--- src/rtl/buffer_escrita_mem.sv ---
// buffer_escrita_mem: store buffer between the memory stage and the data RAM
// write port. Stores are queued in a small FIFO and drained one at a time over
// a we/ready handshake. Loads that hit any queued store (including the one
// currently being written) are flagged so the pipeline can stall.
module buffer_escrita_mem #(
    parameter int DATA_WIDTH = 32,
    parameter int ADDR_WIDTH = 10,
    parameter int DEPTH      = 4
) (
    input  logic                      clk,
    input  logic                      rst_n,
    input  logic                      escrever_mem,
    input  logic [ADDR_WIDTH-1:0]     endereco_escrita,
    input  logic [DATA_WIDTH-1:0]     dado_escrita,
    output logic                      buffer_cheio,
    output logic                      buffer_vazio,
    output logic [$clog2(DEPTH):0]    ocupacao,
    input  logic                      ler_mem,
    input  logic [ADDR_WIDTH-1:0]     endereco_leitura,
    output logic                      conflito_leitura,
    output logic                      ram_we,
    output logic [ADDR_WIDTH-1:0]     ram_endereco,
    output logic [DATA_WIDTH-1:0]     ram_dado,
    input  logic                      ram_pronto
);

    localparam int PW = $clog2(DEPTH);
    localparam int CW = PW + 1;

    typedef enum logic [0:0] {
        OCIOSO     = 1'b0,
        ESCREVENDO = 1'b1
    } estado_t;

    estado_t               r_estado;
    logic [ADDR_WIDTH-1:0] r_end  [DEPTH];
    logic [DATA_WIDTH-1:0] r_dado [DEPTH];
    logic [PW-1:0]         r_wr_ptr;
    logic [PW-1:0]         r_rd_ptr;
    logic [CW-1:0]         r_count;
    logic                  r_ram_we;
    logic [ADDR_WIDTH-1:0] r_ram_endereco;
    logic [DATA_WIDTH-1:0] r_ram_dado;

    logic                  w_cheio;
    logic                  w_push;
    logic                  w_pop;
    logic [PW-1:0]         w_rd_ptr_inc;
    logic                  w_restam;
    logic [ADDR_WIDTH-1:0] w_prox_end;
    logic [DATA_WIDTH-1:0] w_prox_dado;
    logic                  w_acerto;

    // Handshake decode and selection of the head that follows a pop; when only
    // the popping entry is stored, a same-edge push becomes the next head.
    always_comb begin
        w_cheio      = (r_count == CW'(DEPTH));
        w_push       = escrever_mem && !w_cheio;
        w_pop        = (r_estado == ESCREVENDO) && ram_pronto;
        w_rd_ptr_inc = r_rd_ptr + PW'(1);
        w_restam     = (r_count > CW'(1)) || w_push;
        if (r_count > CW'(1)) begin
            w_prox_end  = r_end[w_rd_ptr_inc];
            w_prox_dado = r_dado[w_rd_ptr_inc];
        end else begin
            w_prox_end  = endereco_escrita;
            w_prox_dado = dado_escrita;
        end
    end

    // Address match of the load against every stored entry, head included.
    always_comb begin
        w_acerto = 1'b0;
        for (int i = 0; i < DEPTH; i++) begin
            if ((CW'(i) < r_count) &&
                (r_end[PW'(r_rd_ptr + PW'(i))] == endereco_leitura)) begin
                w_acerto = 1'b1;
            end else begin
                w_acerto = w_acerto;
            end
        end
    end

    // FIFO storage, pointers, occupancy and the drain FSM with its RAM outputs.
    always_ff @(posedge clk or negedge rst_n) begin
        if (!rst_n) begin
            for (int i = 0; i < DEPTH; i++) begin
                r_end[i]  <= '0;
                r_dado[i] <= '0;
            end
            r_wr_ptr       <= '0;
            r_rd_ptr       <= '0;
            r_count        <= '0;
            r_estado       <= OCIOSO;
            r_ram_we       <= 1'b0;
            r_ram_endereco <= '0;
            r_ram_dado     <= '0;
        end else begin
            if (w_push) begin
                r_end[r_wr_ptr]  <= endereco_escrita;
                r_dado[r_wr_ptr] <= dado_escrita;
                r_wr_ptr         <= r_wr_ptr + PW'(1);
            end

            if (w_push && !w_pop) begin
                r_count <= r_count + CW'(1);
            end else if (w_pop && !w_push) begin
                r_count <= r_count - CW'(1);
            end else begin
                r_count <= r_count;
            end

            case (r_estado)
                OCIOSO: begin
                    if (r_count != CW'(0)) begin
                        r_ram_endereco <= r_end[r_rd_ptr];
                        r_ram_dado     <= r_dado[r_rd_ptr];
                        r_ram_we       <= 1'b1;
                        r_estado       <= ESCREVENDO;
                    end else begin
                        r_ram_we       <= 1'b0;
                    end
                end
                ESCREVENDO: begin
                    if (ram_pronto) begin
                        r_rd_ptr <= w_rd_ptr_inc;
                        if (w_restam) begin
                            r_ram_endereco <= w_prox_end;
                            r_ram_dado     <= w_prox_dado;
                            r_ram_we       <= 1'b1;
                        end else begin
                            r_ram_we       <= 1'b0;
                            r_estado       <= OCIOSO;
                        end
                    end else begin
                        r_ram_we <= 1'b1;
                    end
                end
                default: begin
                    r_ram_we <= 1'b0;
                    r_estado <= OCIOSO;
                end
            endcase
        end
    end

    assign buffer_cheio     = w_cheio;
    assign buffer_vazio     = (r_count == CW'(0));
    assign ocupacao         = r_count;
    assign conflito_leitura = ler_mem && w_acerto;
    assign ram_we           = r_ram_we;
    assign ram_endereco     = r_ram_endereco;
    assign ram_dado         = r_ram_dado;

endmodule

--- config.mk ---
export PLATFORM = sky130hd
export DESIGN_NAME = buffer_escrita_mem
export DESIGN_NICKNAME = d
export VERILOG_FILES = /design/src/rtl/buffer_escrita_mem.sv
export SDC_FILE = /design/constraint.sdc
export NUM_CORES = 1
export LEC_CHECK = 0
export ABC_CLOCK_PERIOD_IN_PS = 2150
export CAP_MARGIN = 25
export CORE_MARGIN = 3
export CORE_UTILIZATION = 50
export CTS_CLUSTER_DIAMETER = 80
export CTS_CLUSTER_SIZE = 16
export DETAILED_ROUTE_END_ITERATION = 8
export PLACE_DENSITY = 0.73
export SYNTH_ARGS = -nofsm -noshare
export SYNTH_HDL_FRONTEND = slang
export SYNTH_SLANG_ARGS = --single-unit
--- constraint.sdc ---
create_clock -name clk -period 2.15 [get_ports clk]
set_input_delay 0.43 -clock clk [delete_from_list [all_inputs] [get_ports clk]]
set_output_delay 0.43 -clock clk [all_outputs]
set_load 0.005 [all_outputs]
==> impl_metrics.ini, run 1 <==
[timing]
post-route-period-util_pct = 144
max_freq_mhz = 322
post-route-min-period_ns = 3.10
tightest_slew_ns = 0.534
setup_viol = 1
finalHoldViolations = 0
setup_ws_ns = -0.955
whs_ns = 0.450
slew_viol_final = 0
grt_setup_unrepaired = true
relSlewSlack_pct = 64.4
fin_tns_setup_ns = -0.955
skew_ns = 0.0215

[clock_network]
root_buffer = clkbuf_16
cts_tree = yes
cts-htree-levels = 1
insertion_delay_ns = 0.50
clock-sinks = 218
clockBufferDepth = 3
numCtsBuffers = 17
clk_pin_slew_ns = 0.07

[setup_path]
r2r-start = ocupacao[0]
crit_end = conflito_leitura
crit_chain = buf_6 -> buf_6 -> mux4_2 -> xor2_1 -> nor4_1 -> nand3_1 -> a21oi_2 -> o21ai_1 -> o211ai_2 -> buf_2
cp.depth = 10
r2r_cells = 10
slowest_stage = mux4_2
critPathRequiredTime_ns = 1.72
cp_common_cell = buf_6
end_kind = primary output
crit_arrival_ns = 2.67
critPathLaunch = r_rd_ptr[1]
crit_fanout = 5
worstSetupStartpointType = flip-flop
critPathMaxStageDelay_ns = 0.50
critPathBufInv = 3
cpLargestDelayFamily = multiplexers
r2r-end = r_dado[41]
rrSetupSlack_ns = 0.09
path_class = flip-flop to primary output

[logic_synthesis]
async_reset_ff_share_pct = 100
yosys.area.top_type = dfrtp_1
yosys_warnings = 0
synth-xor-area-share_pct = 3.40
synth_compound_gate_area_share_pct = 5.34
yosysSeqAreaShare_pct = 45.1
yosysTopAreaCellShare_pct = 45.1
syn-cell-area_um2 = 12100
synth_fa_ha_area_share_pct = 0.931
syn_inst = 946
ys_ff_latch = 218
synthMuxAreaShare_pct = 37.0
synth-simple-area-share_pct = 5.01
yosysUniqueCellTypes = 47
avgSynthCellArea_um2 = 12.8
syn_nets = 1012
yosys-top-cells-area = dfrtp_1, mux2_2, mux4_2, mux2i_1, o21ai_0
synth_top_family_by_area = multiplexers
ys_dominant_reg_cell = dfrtp_1
synth_edf_count = 0

[layout]
finish.net_count = 1171
drive_above_1_share_pct = 35.4
fin_area_um2 = 14900
synthToLayoutAreaGrowth_pct = 22.8

[grt]
grt_pass1_vias = 8549
grt_usage_pct = 21.9
grt-ovfl-total = 0
antenna_found_initial = 1
grt_pass1_wl_um = 46000
grt_max_degree = 52

[place]
placed_cell_area_um2 = 14200
place_hpwl_um = 18800
io_buffers = 105
gp_congestion = 0.965
post-place-ws_ns = -0.774

[floorplanning]
core_area_um2 = 23600
io_pins = 106
die_w_um = 162
die_y_um = 162
start_util_pct = 51.2
row_count = 56
dieArea_um2 = 26100

[run]
drv_cap = 0

[pwr]
leakagePower_nw = 6.23
power.density_nw_per_um2 = 1690
fin_total_pwr_w = 0.0251
peakVddDrop_mv = 0.670

[run_status]
violations = negative setup slack
outcome = complete, but fails checks

[drt]
drtIter0Drc = 473
drcViolationCount = 0
via_per_inst = 5.69
ant_nets = 0
firstDrtPassIters = 5
vias = 8123
wirelength_um = 28400
wl_per_cell_um = 19.9

[hold_path]
hold_class = input pin to async pin
synthesized netlist by cell type (all sizes together) (2+ instances only):
master,number
dfrtp,218
mux2,180
nand2,97
o21ai,91
mux2i,84
mux4,69
buf,50
xnor2,35
clkbuf,26
nor2,15
a21oi,12
xor2,12
ha,9
nor3,7
nor2b,5
nor4,5
inv,4
nand4,3
o211ai,3
a211oi,2
a22oi,2
nand3,2
nor4b,2
o22ai,2
placed cells by master (no fill, tap or decap), types with 3 or more instances in the layout:
cell type        instances
a21oi_1                 11
buf_12                  18
buf_4                   80
buf_6                   11
clkbuf_1                 3
clkbuf_16               18
clkdlybuf4s50_1        101
dfrtp_1                215
ha_1                     8
inv_1                    3
mux2_1                  19
mux2_2                 161
mux2i_1                 73
mux2i_2                  6
mux2i_4                  5
mux4_2                  68
nand2_1                 93
nand2_2                  4
nand4_1                  3
nor2_1                  14
nor2b_1                  4
nor3_1                   5
nor4_1                   4
o21ai_0                 76
o21ai_1                 15
xnor2_1                 35
xor2_1                  12
routing by layer:
| metal | wire, um | track usage, % | vias up |
|---|---|---|---|
| li1 | - | - | 3781 |
| met4 | 351 | 4.34 | 0 |
| met5 | 0 | 0 | - |
| met2 | 14200 | 37.8 | 149 |
| met1 | 12800 | 30.0 | 4164 |
| met3 | 1100 | 2.95 | 29 |
layout make-up:
class / count / area, um2
Inverter: 4 / 15.0
Clock buffer: 20 / 437
Antenna cell: 1 / 2.50
Multi-Input combinational cell: 648 / 6340
Fill cell: 1833 / 8750
Clock inverter: 2 / 16.3
Tap cell: 319 / 399
Timing Repair Buffer: 216 / 2180
Sequential cell: 218 / 5460
through the flow:
| stage | std cells | utilization, % |
|---|---|---|
| global route | 1428 | 62.9 |
| CTS | 1426 | 62.5 |
| floorplan | 946 | - |
| global placement | 1399 | 60.2 |
| finish | 1428 | 62.9 |
| detailed placement | 1399 | 60.2 |
how the worst min path moves through the flow:
stage               cells after the start          end  start
floorplan                               0  ocupacao[0]  rst_n
detailed placement                      1  ram_dado[5]  rst_n
global route                            2  ram_dado[4]  rst_n
CTS                                     2  ram_dado[4]  rst_n
finish                                  2  ram_dado[4]  rst_n
global placement                        1  ram_dado[5]  rst_n
sequential cells by signal, summed over array words and instances, names as in the netlist:
name / count
r_dado: 128
ram_dado: 32
ocupacao: 3
ram_endereco: 10
r_wr_ptr: 2
ram_we: 1
r_rd_ptr: 2
r_end: 40
logic make-up (layout without fill, tap and decap cells):
logic type / after synthesis / count (layout)
muxes: 333 / 333
buffers and inverters: 80 / 242
xor gates and xnor gates: 47 / 47
and+or+nand+nor: 140 / 140
AOI/OAI and AO/OA: 119 / 119
other: 0 / 1
DFF: 218 / 218
adders and majority gates: 9 / 9
where the power goes:
group / internal (W) / total (W) / leakage [nW] / switching, W
Combinational: 0.00838 / 0.0144 / 3.41 / 0.00600
Sequential: 0.00625 / 0.00786 / 2.60 / 0.00161
Clock: 0.00144 / 0.00288 / 0.218 / 0.00144
Total: 0.0161 / 0.0251 / 6.23 / 0.00905
repair_timing:
| action | 4_1_cts | 5_1_grt |
|---|---|---|
| resized for setup | 31 | 15 |
| setup endpoints to repair | 81 | 152 |
| hold endpoints to repair | 45 | 0 |
| pin swaps | 5 | 1 |
| hold buffers | 1 | 0 |
| gates cloned | 0 | 1 |
| buffers inserted | 4 | 0 |
(Power assumes the default switching activity.)
==> run 2: changes to the inputs <==
CORE_ASPECT_RATIO = 1.25   (was default)
HOLD_SLACK_MARGIN = 0.05   (was default)
==> impl_metrics.ini, run 2 (synthesized netlist as in run 1, its figures left out) <==
[pwr]
fin_total_pwr_w = 0.0267
leakagePower_nw = 6.44
peakVddDrop_mv = 0.854
power.density_nw_per_um2 = 1740

[drt]
wirelength_um = 31400
drtIter0Drc = 457
ant_nets = 0
drcViolationCount = 0
wl_per_cell_um = 21.6
vias = 8454
via_per_inst = 5.83
firstDrtPassIters = 5

[floorplanning]
core_area_um2 = 23700
io_pins = 106
row_count = 63
die_w_um = 145
dieArea_um2 = 26100
start_util_pct = 51.0
die_y_um = 180

[setup_path]
crit_arrival_ns = 2.65
crit_chain = buf_12 -> mux2i_1 -> a22o_1 -> nor4b_1 -> o22ai_1 -> nor3_1 -> o21ai_1 -> o211ai_2 -> buf_2
path_class = flip-flop to primary output
critPathLaunch = r_rd_ptr[1]
slowest_stage = dfrtp_4
critPathMaxStageDelay_ns = 0.57
critPathRequiredTime_ns = 1.72
worstSetupStartpointType = flip-flop
r2r-start = r_rd_ptr[1]
crit_fanout = 13
end_kind = primary output
r2r_cells = 6

[grt]
grt_usage_pct = 22.7
antenna_found_initial = 1
grt_max_degree = 73
grt_pass1_vias = 8741
grt_pass1_wl_um = 47900
grt-ovfl-total = 0

[run]
drv_cap = 0

[run_status]
violations = negative setup slack
outcome = complete, but fails checks

[clock_network]
cts-htree-levels = 1
clk_pin_slew_ns = 0.08
clock-sinks = 218
cts_tree = yes
root_buffer = clkbuf_16
insertion_delay_ns = 0.50
numCtsBuffers = 17
clockBufferDepth = 3

[timing]
setup_viol = 3
max_freq_mhz = 325
slew_viol_final = 0
skew_ns = 0.0289
tightest_slew_ns = 0.654
post-route-period-util_pct = 143
setup_ws_ns = -0.929
post-route-min-period_ns = 3.08
finalHoldViolations = 0
relSlewSlack_pct = 56.4
grt_setup_unrepaired = true

[place]
io_buffers = 105
place_hpwl_um = 19600
post-place-ws_ns = -0.820
placed_cells = 1395
gp_congestion = 0.964

[layout]
synthToLayoutAreaGrowth_pct = 26.8
largest_register = r_dado
finish.net_count = 1186
largest_reg_flops = 128
mostFrequentLayoutCells = dfrtp_1, mux2_2, clkdlybuf4s50_1
layout_commonest_cell = dfrtp_1
drive_above_1_share_pct = 37.0
final_util_pct = 64.6
fin_cells = 1450

[hold_path]
hold_class = input pin to async pin
-- run 2: report_power, final --
group | internal (W) | total [W] | switching (W) | leakage (nW)
sequential | 0.00625 | 0.00787 | 0.00162 | 2.60
clock | 0.00160 | 0.00305 | 0.00145 | 0.239
combinational | 0.00906 | 0.0157 | 0.00668 | 3.59
-- run 2: per-stage QoR --
stage / TNS, ns / hold slack [ns] / area [um2]
2_1_floorplan: -0.101 / 0.134 / 12100
3_3_place_gp: -7.49 / 0.416 / 14100
3_5_place_dp: -8.94 / 0.414 / 14100
4_1_cts: -0.933 / 0.454 / 14900
5_1_grt: -2.30 / 0.480 / 15300
6_report: -0.998 / 0.448 / 15300
-- run 2: final timing paths --
| path | end | slack, ns |
|---|---|---|
| max | conflito_leitura | -0.93 |
| max reg2reg | ram_dado[19] | -0.06 |
| min in group clk | ram_endereco[9] | 0.48 |
| min reg2reg | ram_endereco[9] | 0.48 |
| min | ocupacao[0] | 0.45 |
| max in group asynchronous | ram_endereco[4] | 1.01 |
-- run 2: repair_timing --
action	in CTS	in global routing
pin swaps	3	4
endpoints found under the setup margin	30	183
hold endpoints to repair	43	0
gates resized for setup	37	49
cloned	3	9
buffers inserted	12	6
hold buffers	1	0
-- run 2: metal layers --
layer	wire [um]	GRT usage [%]	up-vias
li1	-	-	3822
met1	12900	29.0	4373
met2	16200	40.2	208
met3	1330	3.20	51
met4	926	6.99	0
met5	0	0	-
-- run 2: cell type report --
type	count	area [um2]
Clock inverter	2	38.8
Inverter	4	15.0
Fill cell	1748	8390
Antenna cell	1	2.50
Tap cell	325	407
Multi-Input combinational cell	648	6430
Sequential cell	218	5460
Clock buffer	21	450
Timing Repair Buffer	231	2530
-- run 2: critical path: cells and delay by family, from the launching register on --
family / cells / cell delay, ns
AOI/OAI and AO/OA: 4 / 0.58
DFF: 1 / 0.57
and+or+nand+nor: 2 / 0.49
buffers and inverters: 2 / 0.32
muxes: 1 / 0.18
==> run 3: changes to the inputs <==
ABC_AREA = 1   (was default)
CTS_CLUSTER_DIAMETER = 50   (was 80)
TNS_END_PERCENT = 50   (was default)
==> impl_metrics.ini, run 3 <==
[run_status]
outcome = complete, but fails checks
violations = negative setup slack

[logic_synthesis]
yosysUniqueCellTypes = 34
yosys-top-cells-area = dfrtp_1, nand2_1, o21ai_0, inv_1, nand3_1
ys_dominant_reg_cell = dfrtp_1
synthTopCellsByCount = nand2_1, o21ai_0, dfrtp_1
yosys_warnings = 0
synth_edf_count = 0
yosysMostFrequentCell = nand2_1
yosys.area.top_type = dfrtp_1
async_reset_ff_share_pct = 100
avgSynthCellArea_um2 = 7.25
yosysTopAreaCellShare_pct = 44.8
syn_inst = 1678
syn_nets = 1744
syn-cell-area_um2 = 12200
yosysSeqAreaShare_pct = 44.8
ys_ff_latch = 218

[drt]
vias = 12633
wl_per_cell_um = 18.1
drtIter0Drc = 1171
wirelength_um = 39200
drcViolationCount = 0
ant_nets = 0
via_per_inst = 5.82
firstDrtPassIters = 8

[layout]
drive_above_1_share_pct = 13.5
final_util_pct = 66.0
fin_area_um2 = 15700
layout_commonest_cell = nand2_1
diodes = 0
fin_cells = 2169
largest_reg_flops = 128
largest_register = r_dado
mostFrequentLayoutCells = nand2_1, o21ai_0, dfrtp_1
finish.net_count = 1902
synthToLayoutAreaGrowth_pct = 29.1

[place]
placed_cell_area_um2 = 14100
io_buffers = 105
place_hpwl_um = 22500
placed_cells = 2091
gp_congestion = 0.892

[setup_path]
slowest_stage = dfrtp_2
critPathMaxStageDelay_ns = 0.44
crit_fanout = 12
worstSetupStartpointType = flip-flop
cp_common_cell = nand2_1
end_kind = primary output
crit_chain = buf_8 -> buf_12 -> buf_16 -> nand2_1 -> nand2_2 -> nand2_2 -> nand2_1 -> nand2_1 -> nand4_1 -> nor2_1 -> nand2_1 -> nand2_1 -> nor2_1 -> nor2_1 -> buf_2
critPathRequiredTime_ns = 1.72
crit_arrival_ns = 2.47
path_class = flip-flop to primary output

[clock_network]
root_buffer = clkbuf_16
insertion_delay_ns = 0.51
cts_tree = yes
numCtsBuffers = 21
cts-htree-levels = 1
clock-sinks = 218
clockBufferDepth = 3
clk_pin_slew_ns = 0.07

[run]
drv_cap = 0

[timing]
skew_ns = 0.0165
relSlewSlack_pct = 66.5
whs_ns = 0.421
fin_tns_setup_ns = -1.21
finalHoldViolations = 0
setup_ws_ns = -0.751
setup_viol = 3
tightest_slew_ns = 0.497
post-route-period-util_pct = 135
post-route-min-period_ns = 2.90
slew_viol_final = 0
max_freq_mhz = 345
grt_setup_unrepaired = true

[grt]
antenna_found_initial = 0
grt_pass1_wl_um = 62200
grt-ovfl-total = 0
grt_pass1_vias = 12293
grt_max_degree = 77
grt_usage_pct = 28.7

[floorplanning]
die_w_um = 146
io_pins = 106
row_count = 63
dieArea_um2 = 26300
start_util_pct = 51.1
core_area_um2 = 23800
die_y_um = 180

[pwr]
peakVddDrop_mv = 0.924
power.density_nw_per_um2 = 1770
leakagePower_nw = 7.58

[hold_path]
hold_class = input pin to async pin
## run 3: cell count changes after synthesis, sizes merged, moves of 84 or more
cell,previous run,this run
inv,4,186
mux2i,84,0
nand2,97,575
o21ai,91,278
nand3,2,97
mux2,180,0
## run 3: final cells by class
cell class / count / area [um2]
Timing Repair Buffer: 238 / 2610
Clock buffer: 23 / 543
Tap cell: 325 / 407
Multi-Input combinational cell: 1170 / 5900
Inverter: 187 / 719
Clock inverter: 8 / 82.6
Sequential cell: 218 / 5460
Fill cell: 2013 / 8090
## run 3: kinds of logic after synthesis
kind of cell             Yosys count  synth area share [%]
adder cells (fa/ha/maj)            9                 0.925
XOR/XNOR                           6                 0.432
AND/OR/NAND/NOR                  713                  23.5
flip-flops                       218                  44.8
buffers and inverters            292                  9.42
AO/OA/AOI/OAI                    440                  20.9
## run 3: what timing repair did
item | in CTS | in global routing
pin swaps | 37 | 22
buffers inserted | 32 | 10
endpoints found under the setup margin | 45 | 48
hold buffers | 1 | 0
gates cloned | 12 | 1
endpoints found under the hold margin | 44 | 0
resized for setup | 102 | 49
## run 3: layer usage
metal	global-route usage (%)	up-vias	wire, um	share of wire (%)
li1	-	5856	-	-
met1	35.1	5996	15200	39
met5	0	-	0	0
met4	13.9	0	1870	4.8
met3	4.15	165	2990	7.6
met2	49.9	616	19200	49
## run 3: worst paths after layout
| check | start | to | slack [ns] | cells past startpoint |
|---|---|---|---|---|
| max reg2reg | r_rd_ptr[0] | ram_endereco[8] | -0.41 | 18 |
| max in group asynchronous | rst_n | r_dado[32] | 0.99 | 3 |
| min | rst_n | r_end[34] | 0.42 | 2 |
| max | r_rd_ptr[0] | conflito_leitura | -0.75 | 15 |
| min in group clk | ram_dado[22] | ram_dado[22] | 0.48 | 2 |
| min reg2reg | ram_dado[22] | ram_dado[22] | 0.48 | 2 |
## run 3: critical path: cells and delay by family (launching register included)
kind,cells,cell delay [ns]
buffers and inverters,4,0.54
flip-flops,1,0.44
AND/OR/NAND/NOR,11,0.98
## run 3: power by group
part,switching [W],internal [W]
logic,0.00956,0.00723
clock network,0.00165,0.00186
registers,0.00140,0.00605
## run 3: through the flow
step	worst slack, ns	total power (W)
CTS	-0.597	0.0267
floorplan	0.126	0.0158
finish	-0.751	0.0277
global placement	-0.506	0.0205
detailed placement	-0.563	0.0209
global route	-0.885	0.0297
